File: src/rtl/rv_mem_pkg.sv
// Shared state encoding, owner ids and counter width for the memory-port arbiter.
package rv_mem_pkg;
  typedef enum logic [1:0] {
    IDLE   = 2'd0,
    ACCESS = 2'd1,
    DONE   = 2'd2
  } state_t;

  localparam logic OWN_CORE = 1'b0;
  localparam logic OWN_DBG  = 1'b1;
  localparam int   LAT_W    = 4;
endpackage

File: src/rtl/rv_rr_arb2.sv
// Two-input round-robin picker; purely combinational, zero latency.
// A tie goes to the port that was not served last; no backpressure of its own.
module rv_rr_arb2
  import rv_mem_pkg::*;
(
  input  logic req0,
  input  logic req1,
  input  logic last_served,
  output logic gnt0,
  output logic gnt1,
  output logic winner
);

  always_comb begin
    gnt0   = req0 & (~req1 | (last_served == OWN_DBG));
    gnt1   = req1 & (~req0 | (last_served == OWN_CORE));
    winner = gnt1 ? OWN_DBG : OWN_CORE;
  end

endmodule

File: src/rtl/rv_mem_arb.sv
// Shares one fixed-latency memory port between core and debug; gnt same cycle, rvalid MEM_LAT+1 after.
// Losing requester simply holds req (no queueing); one access in flight, MEM_LAT+2 cycles each.
module rv_mem_arb
  import rv_mem_pkg::*;
#(
  parameter int AW      = 32,
  parameter int DW      = 32,
  parameter int MEM_LAT = 2
) (
  input  logic          clk,
  input  logic          rst_n,
  input  logic          c_req,
  input  logic          c_we,
  input  logic [AW-1:0] c_addr,
  input  logic [DW-1:0] c_wdata,
  output logic          c_gnt,
  output logic          c_rvalid,
  output logic [DW-1:0] c_rdata,
  input  logic          d_req,
  input  logic          d_we,
  input  logic [AW-1:0] d_addr,
  input  logic [DW-1:0] d_wdata,
  output logic          d_gnt,
  output logic          d_rvalid,
  output logic [DW-1:0] d_rdata,
  output logic          mem_en,
  output logic          mem_we,
  output logic [AW-1:0] mem_addr,
  output logic [DW-1:0] mem_wdata,
  input  logic [DW-1:0] mem_rdata,
  output logic          owner,
  output logic          busy
);

  generate
    if (MEM_LAT < 1 || MEM_LAT > 15) begin : g_bad_lat
      $error("rv_mem_arb: MEM_LAT must be in 1..15");
    end
  endgenerate

  state_t           state, state_nxt;
  logic [LAT_W-1:0] cnt;
  logic             last_served;
  logic             own_q;
  logic             we_q;
  logic [AW-1:0]    addr_q;
  logic [DW-1:0]    wdata_q;
  logic [DW-1:0]    rdata_q;
  logic             arb_gnt0, arb_gnt1, arb_win;

  rv_rr_arb2 u_arb (
    .req0        (c_req),
    .req1        (d_req),
    .last_served (last_served),
    .gnt0        (arb_gnt0),
    .gnt1        (arb_gnt1),
    .winner      (arb_win)
  );

  always_ff @(posedge clk or negedge rst_n) begin
    if (!rst_n) state <= IDLE;
    else        state <= state_nxt;
  end

  always_comb begin
    state_nxt = state;
    case (state)
      IDLE:    if (arb_gnt0 | arb_gnt1) state_nxt = ACCESS;
      ACCESS:  if (cnt == '0) state_nxt = DONE;
      DONE:    state_nxt = IDLE;
      default: state_nxt = IDLE;
    endcase
  end

  always_ff @(posedge clk or negedge rst_n) begin
    if (!rst_n) begin
      cnt         <= '0;
      own_q       <= OWN_CORE;
      last_served <= OWN_DBG;
      we_q        <= 1'b0;
      addr_q      <= '0;
      wdata_q     <= '0;
      rdata_q     <= '0;
    end else begin
      case (state)
        IDLE: begin
          if (arb_gnt0 | arb_gnt1) begin
            own_q   <= arb_win;
            we_q    <= (arb_win == OWN_DBG) ? d_we    : c_we;
            addr_q  <= (arb_win == OWN_DBG) ? d_addr  : c_addr;
            wdata_q <= (arb_win == OWN_DBG) ? d_wdata : c_wdata;
            cnt     <= LAT_W'(MEM_LAT - 1);
          end
        end
        ACCESS: begin
          if (cnt == '0) begin
            if (!we_q) rdata_q <= mem_rdata;
            last_served <= own_q;
          end else begin
            cnt <= cnt - 1'b1;
          end
        end
        default: ;
      endcase
    end
  end

  // Grants are masked by rst_n so nothing is advertised while the block is held in reset.
  always_comb begin
    c_gnt    = 1'b0;
    d_gnt    = 1'b0;
    mem_en   = 1'b0;
    mem_we   = 1'b0;
    c_rvalid = 1'b0;
    d_rvalid = 1'b0;
    case (state)
      IDLE: begin
        c_gnt = arb_gnt0 & rst_n;
        d_gnt = arb_gnt1 & rst_n;
      end
      ACCESS: begin
        mem_en = 1'b1;
        mem_we = we_q;
      end
      DONE: begin
        c_rvalid = (own_q == OWN_CORE);
        d_rvalid = (own_q == OWN_DBG);
      end
      default: ;
    endcase
  end

  assign mem_addr  = addr_q;
  assign mem_wdata = wdata_q;
  assign c_rdata   = rdata_q;
  assign d_rdata   = rdata_q;
  assign owner     = own_q;
  assign busy      = (state != IDLE);

endmodule

File: config.mk
export PLATFORM = sky130hd
export DESIGN_NAME = rv_mem_arb
export DESIGN_NICKNAME = d
export VERILOG_FILES = /design/src/rtl/rv_mem_pkg.sv /design/src/rtl/rv_rr_arb2.sv /design/src/rtl/rv_mem_arb.sv
export SDC_FILE = /design/constraint.sdc
export NUM_CORES = 1
export LEC_CHECK = 0
export ABC_AREA = 0
export ABC_CLOCK_PERIOD_IN_PS = 2100
export CORE_MARGIN = 4
export CORE_UTILIZATION = 38
export CTS_CLUSTER_SIZE = 25
export DETAILED_ROUTE_END_ITERATION = 16
export PLACE_DENSITY = 0.78
export SYNTH_ARGS = -nofsm -noshare
export SYNTH_HDL_FRONTEND = slang
export SYNTH_SLANG_ARGS = --single-unit
File: constraint.sdc
create_clock -name clk -period 2.1 [get_ports clk]
set_input_delay 0.63 -clock clk [delete_from_list [all_inputs] [get_ports clk]]
set_output_delay 0.63 -clock clk [all_outputs]
set_load 0.05 [all_outputs]
# Word-level counts from Yosys, hierarchy flattened
# Index checks and enable logic that the tools add are counted.
dict set report word_totals {
  ramBits 0
  latch_bits 0
  ff_bits 105
  wordCells 51
  rom_bits 0
  inputBits 166
  mem_count 0
}
dict set report op_classes {
  eq_ne 5
  bitwise 12
  n_reduce_logical 9
  div 0
  add_sub_neg 1
  n_mul 0
  muxes 16
  shifts 0
  order_cmp 0
}
# op n
set ops {}
lappend ops {{$mux 32} 2}
lappend ops {{$mux 1} 8}
lappend ops {{$mux 4} 2}
lappend ops {{$pmux 4 s2} 1}
lappend ops {{$ne 2x2->1 const B} 3}
lappend ops {{$reduce_and 2->1} 3}
lappend ops {{$reduce_and 3->1} 2}
lappend ops {{$not 1->1} 5}
lappend ops {{$and 1x1->1} 4}
lappend ops {{$logic_not 4->1} 1}
lappend ops {{$mux 2} 2}
lappend ops {{$pmux 2 s2} 1}
lappend ops {{$reduce_bool 2->1} 2}
lappend ops {{$sub 4x1->4 const B} 1}
lappend ops {{$or 1x1->1} 3}
lappend ops {{$eq 2x1->1 const B} 1}
lappend ops {{$eq 2x2->1 const B} 1}
lappend ops {{$logic_not 2->1} 1}

# Longest topological paths before layout
# Gate-level depths: netlist of the first run.
dict set report depth {
  depth_word 6
  depth_mapped 8
  mapped_depth_nobuf 6
}

# Modules after synthesis
# From an unflattened synthesis of the first run, not the netlist that was laid out.
dict set report unflattened {
  cells_unflattened 437
  area_unflattened_um2 5084.9
}
# module instances seq_area_each_um2 area_per_inst_um2 cells_each
set modules_own_cells {}
lappend modules_own_cells {rv_mem_arb 1 2628.8 5058.6 433}
lappend modules_own_cells {rv_rr_arb2 1 0.0 26.3 4}

# Worst setup path before layout of the first run
# No wires, ideal clock.
dict set report synth_path {
  path_kind {reg2out}
  startpoint {register own_q (netlist: owner)}
  endpoint {output c_rvalid}
  arrival_ns 1.799
  path_stages_with_launch 2
  path_buffers 0
  slack_ns -0.329
  cell_sequence {dfrtp_1 -> nor3b_1}
}
dict set report synth_between {
  elab_chain_cells 2
}
# item line_no
set synth_lines {}
lappend synth_lines {{from (decl)} rv_mem_arb.sv:44} ;# logic own_q;
lappend synth_lines {{from (signal assigned)} rv_mem_arb.sv:88} ;# own_q <= arb_win;
lappend synth_lines {{$not 1->1} rv_mem_arb.sv:126} ;# c_rvalid = (own_q == OWN_CORE);
lappend synth_lines {{$mux 1} rv_mem_arb.sv:116} ;# case (state)
lappend synth_lines {{to (decl)} rv_mem_arb.sv:17} ;# output logic c_rvalid,
# No other way between the ends.

# Worst setup path in the final report of the first run
dict set report layout_path {
  startpoint {register state[0]}
  endpoint {output c_gnt}
}
dict set report layout_between {
  elab_chain_cells 2
}
# item line_no
set layout_lines {}
lappend layout_lines {{from (decl)} rv_mem_arb.sv:41} ;# state_t state, state_nxt;
lappend layout_lines {{from (signal assigned)} rv_mem_arb.sv:62} ;# else state <= state_nxt;
lappend layout_lines {{$logic_not 2->1} rv_mem_arb.sv:116}
lappend layout_lines {{$mux 1} rv_mem_arb.sv:116}
lappend layout_lines {{to (decl)} rv_mem_arb.sv:16} ;# output logic c_gnt,
# No other way between the ends.

==> results of run 1 <==
-- synth_stat cells --
cell        n
nor2_1     69
nor3b_1     1
o21a_1      1
mux2_2      4
mux2_4     30
inv_1       4
nand3_1     4
buf_2       7
o21ai_1     1
buf_12      3
buf_6       1
a21oi_1   131
and2_1      2
or3_1       1
o21ai_0     3
buf_4      35
a22o_1      1
clkbuf_1   16
dfstp_2     1
nand2b_4    1
nor3_4      1
nand2b_1    2
dfrtp_1   104
and3b_2     1
a31oi_1     1
ha_1        1
nand2_1    70
nand2b_2    1
nor3_1      1
buf_1       2
mux2i_1     1
-- stage by stage --
step	power [mW]	instances
finish	15.9	943
global route	16.7	943
CTS	16.0	943
detailed placement	14.4	927
global placement	14.2	927
floorplan	11.2	501
-- area by class of cell --
class	instances	share of cell area [%]
tap	172	2.69
inverter	4	0.188
clock buffer	14	3.30
timing repair buffer	318	37.2
multi-input combinational	328	23.6
clock inverter	2	0.157
sequential	105	32.9
-- routing by layer --
metal	up-vias	track usage, %	part of all wire [%]
met5	-	0	0
met4	0	9.52	3.2
met3	35	5.39	8.1
met2	211	39.6	53
met1	2207	22.7	36
li1	2176	-	-
-- power by group through the flow --
stage	registers (mW)	clock network, mW	logic (mW)
after floorplan	7.03	0	4.21
after global placement	3.78	0	10.4
after detailed placement	3.86	0	10.5
after CTS	3.83	1.65	10.6
after global routing	3.95	1.73	11.0
final	3.83	1.59	10.5
-- cell families (layout without fill, tap and decap cells) --
kind of cell,Yosys count,in the layout
buffers and inverters,68,338
adder cells (fa/ha/maj),1,1
flip-flops,105,105
multiplexers,35,35
AND/OR/NAND/NOR,154,154
AO/OA/AOI/OAI,138,138
-- worst reg2reg max path: stages (launching register included) --
cell and delay [ps]:
dfrtp_1 370, inv_1 80, ha_1 170, nand2b_1 130, nor3_4 220, nand2b_2 100
buf_12 190, mux2_4 340
-- what timing repair did --
action | 4_1_cts | 5_1_grt
gates resized for setup | 6 | 0
setup endpoints to repair | 3 | 0
hold buffers | 0 | 0
-- flip-flops by register name, indices dropped and copies added, names as in the netlist --
register / count
c_rdata: 32
mem_addr: 32
mem_wdata: 32
cnt: 4
state: 2
last_served: 1
owner: 1
we_q: 1
-- path summary, 6_finish.rpt --
| kind | cells after the start | slack, ps | end |
|---|---|---|---|
| hold reg to reg | 2 | 530 | mem_wdata[10]$_DFFE_PN0P_ |
| setup / recovery | 4 | 50 | c_gnt |
| min in group clk | 2 | 530 | mem_wdata[10]$_DFFE_PN0P_ |
| setup reg to reg | 7 | 380 | c_rdata[13]$_DFFE_PN0P_ |
| hold / removal | 2 | 390 | mem_addr[8]$_DFFE_PN0P_ |
| max in group asynchronous | 2 | 1300 | c_rdata[7]$_DFFE_PN0P_ |
-- cells in the final DEF (no fill, tap or decap), drive strengths merged, types with 14 or more instances in the layout --
master,synthesis,layout
nand2,70,70
a21oi,131,131
nor2,69,69
mux2,34,34
clkbuf,16,14
buf,48,154
clkdlybuf4s50,0,162
dfrtp,104,104
==> results.cfg, run 1 <==
[route]
vias = 4629
firstDrtPassIters = 4
drt_iter0_markers = 291
wl_um = 16300
detail_route.wl_per_cell_um = 17.3
antenna_left = 0
drc = 0
vias_per_cell = 4.91

[critical_path]
cp-start-kind = register
crit_buf_inv = 1
crit_slowest_cell = dfrtp_1
startpoint = state[0]$_DFFE_PN0P_
crit_top_cell = nor2_2
critPathCaptureType = output pin
critical-path-top-delay-family = simple AND/OR/NAND/NOR gates
path_class = register to output pin
crit_chain = nor2_2 > nand2_1 > nor2_2 > buf_12
slowest_delay_ps = 450
cp_max_fo = 4
crit_arrival_ps = 1420
cp.required_ps = 1470
rr_startpoint = cnt[0]$_DFFE_PN0P_

[synth]
synth_top_family_by_area = compound AO/OA/AOI/OAI gates
synth_nets = 668
seq_area_frac_synth_pct = 53.3
syn_area_per_cell_um2 = 9.84
syn_inst = 501
synth-compound-area-share_pct = 14.2
synth_warnings = 0
yosys.area_share.xor_xnor_pct = 0
synth.area.mux_share_pct = 10.3
synth_fa_ha_area_share_pct = 0.254
synth-seq-cells = 105
yosysTopAreaCellShare_pct = 52.8
netlist.top_cell.by_area = dfrtp_1
synth_area_um2 = 4930
synth-simple-area-share_pct = 12.9
ys_types = 31
synthTopCellsByArea = dfrtp_1 (53%), a21oi_1 (13%), mux2_4 (9.1%), buf_4 (5.3%), nand2_1 (5.3%)

[placement]
gp_congestion = 0.781
pre_cts_slack_ps = -148
dp_hpwl_um = 12400
dpl_cell_area_um2 = 7710
numPortBuffers = 301

[global_routing]
grt_pass1_vias = 4905
grt_overflow = 0
track_usage_pct = 21.4
grt_max_degree = 106
grt_pass1_wl_um = 24600
antenna_found_initial = 0

[cts]
cts_inserted_buffers = 9
cts_root_buffer = clkbuf_16
clock_latency_ps = 340
cts.clk_slew.worst_paths_ps = 70
clock_path_buffers = 2
tritoncts = yes
cts.htree.levels = 3
clock_sinks = 105
post-cts-setup-buffer-count = 0

[final_layout]
layout.nets = 933
nFillCells = 1029
regArea_um2 = 2630
post-route-cell-area_um2 = 7990
post-route-util_pct = 63.1
multi_input_area_um2 = 1880
diodes = 0
syn_to_final_growth_pct = 62.0
layout-drive-gt1-share_pct = 27.9

[sta]
slew_violations = 0
fin_hold_ws_ps = 386
period_minus_slack_ps = 2050
period_share_pct = 97.8
clock_skew_ps = 6.67
final-hold-violation-count = 0
grt_setup_unrepaired = no
slew-limit-headroom_pct = 62.8
worstMarginPinSlew_ps = 558
clock.fmax_mhz = 487
setup_slack_ps = 46.3
fin_setup_tns_ps = 0
setup_viol = 0

[job]
drv_cap = 0

[power]
power_frac_seq_pct = 24.1
p_comb_share_pct = 65.9
power.internal_mw = 7.43
switching_share_pct = 53.3
p_sw_mw = 8.48
clkPwrFrac_pct = 10.0
ir_drop_uv = 932
p_leak_nw = 3.68
p_per_area_nw_per_um2 = 1990

[floorplan]
std_cell_rows = 41
die_h_um = 122
die_w_um = 122
boundaryPins = 302
coreArea_um2 = 12700
start_util_pct = 38.9
design.die.area_um2 = 14900

[min_path]
hold_class = input pin to asynchronous set/reset pin

[status]
status = finished, final reports clean
No activity file was read; power rests on OpenSTA's default activity.
==> inputs of run 2 (changes only) <==
ABC_CLOCK_PERIOD_IN_PS = unset   (was 2100)
GPL_ROUTABILITY_DRIVEN = 1   (was unset)
==> results of run 2 <==
No change in the layout: final DEF, timing and power equal those of run 1.
==> inputs of run 3 (changes only) <==
CTS_BUF_LIST = sky130_fd_sc_hd__clkbuf_16   (was unset)
==> results.cfg, run 3 (synthesized netlist as in run 1, its figures left out) <==
[critical_path]
cp-start-kind = register
r2r_cells = 7
crit_arrival_ps = 1420
crit_slowest_cell = dfrtp_1
worst-path-stages = 4
critPathCaptureType = output pin
cp_max_fo = 4
cp.required_ps = 1470
crit_buf_inv = 1
path_class = register to output pin
crit_top_cell = nor2_2
crit_chain = nor2_2 > nand2_1 > nor2_2 > buf_12
slowest_delay_ps = 450
critical-path-top-delay-family = simple AND/OR/NAND/NOR gates

[cts]
clock_latency_ps = 340
cts.htree.levels = 3
post_cts_resize_count = 6
cts_hold_buf = 0
post-cts-setup-buffer-count = 0
cts_inserted_buffers = 9
cts_root_buffer = clkbuf_16
tritoncts = yes
clock_sinks = 105
cts.clk_slew.worst_paths_ps = 70
clock_path_buffers = 2

[global_routing]
grt_pass1_vias = 4912
top_usage_layer = met2
grt_max_degree = 106
grt_overflow = 0
grt.met3_usage_pct = 5.39
met1_usage_pct = 22.7
grt_use_met2_pct = 39.7
track_usage_pct = 21.3
antenna_found_initial = 0
grt_pass1_wl_um = 24600

[sta]
slew_violations = 0
fin_setup_tns_ps = 0
slew-limit-headroom_pct = 62.7
clock_skew_ps = 6.78
clock.fmax_mhz = 487
grt_setup_unrepaired = no
worstMarginPinSlew_ps = 559
setup_slack_ps = 46.0
period_minus_slack_ps = 2050
setup_viol = 0
period_share_pct = 97.8
fin_hold_ws_ps = 385
final-hold-violation-count = 0

[final_layout]
layout-drive-gt1-share_pct = 27.6
diodes = 0
post-route-cell-area_um2 = 7970
layout.nets = 933
nFillCells = 1028
layout_commonest_cell = clkdlybuf4s50_1
final_cell_mix = clkdlybuf4s50_1 (162), buf_4 (140), a21oi_1 (131)
syn_to_final_growth_pct = 61.6

[route]
drt_iter0_markers = 293
wl_um = 16300
drc = 0
detail_route.wl_per_cell_um = 17.3
firstDrtPassIters = 5
vias = 4636
antenna_left = 0
vias_per_cell = 4.92

[placement]
pre_cts_slack_ps = -148
dpl_cell_area_um2 = 7710
gp_congestion = 0.781
dp_hpwl_um = 12400
numPortBuffers = 301

[power]
p_leak_nw = 3.68
p_per_area_nw_per_um2 = 1980
ir_drop_uv = 932

[floorplan]
start_util_pct = 38.9
die_w_um = 122
die_h_um = 122
design.die.area_um2 = 14900
std_cell_rows = 41
boundaryPins = 302
coreArea_um2 = 12700

[status]
status = finished, final reports clean

[min_path]
hold_class = input pin to asynchronous set/reset pin

[job]
drv_cap = 0
[run 3: cell count changes in the layout (fill, tap and decap cells not counted)]
cell | previous run | this run
inv_1 | 3 | 6
clkbuf_1 | 3 | 0
clkinv_1 | 0 | 2
clkbuf_8 | 2 | 0
[run 3: final timing paths]
check	start	end	slack (ps)
worst max-delay path	state[0]$_DFFE_PN0P_	c_gnt	50
worst min-delay path	rst_n	mem_addr[8]$_DFFE_PN0P_	390
worst max register to register	cnt[0]$_DFFE_PN0P_	c_rdata[13]$_DFFE_PN0P_	380
worst min register to register	mem_wdata[10]$_DFFE_PN0P_	mem_wdata[10]$_DFFE_PN0P_	530
max in group asynchronous	rst_n	c_rdata[7]$_DFFE_PN0P_	1300
min in group clk	mem_wdata[10]$_DFFE_PN0P_	mem_wdata[10]$_DFFE_PN0P_	530
[run 3: metrics by stage]
step | util [%] | instances | power, mW
floorplan | - | 501 | 11.2
global placement | 60.8 | 927 | 14.2
detailed placement | 60.8 | 927 | 14.4
CTS | 62.9 | 943 | 16.0
global route | 62.9 | 943 | 16.6
finish | 62.9 | 943 | 15.8
[run 3: per-layer routing]
metal / vias to the layer above / share of wire (%)
li1: 2175 / -
met2: 216 / 53
met3: 39 / 8.3
met4: 0 / 3.4
met5: - / 0
met1: 2206 / 35
[run 3: cell type report]
cell class                 count  area (um2)  area share (%)
sequential                   105        2630            33.0
tap                          172         215            2.70
inverter                       4        15.0           0.188
multi-input combinational    328        1880            23.6
timing repair buffer         318        2970            37.3
clock inverter                 7        31.3           0.392
clock buffer                   9         225            2.83
[run 3: where the power goes]
part / total, mW / internal [mW] / switching, mW
sequential: 3.83 / 3.08 / 0.756
combinational: 10.5 / 3.49 / 7.00
clock: 1.50 / 0.782 / 0.719
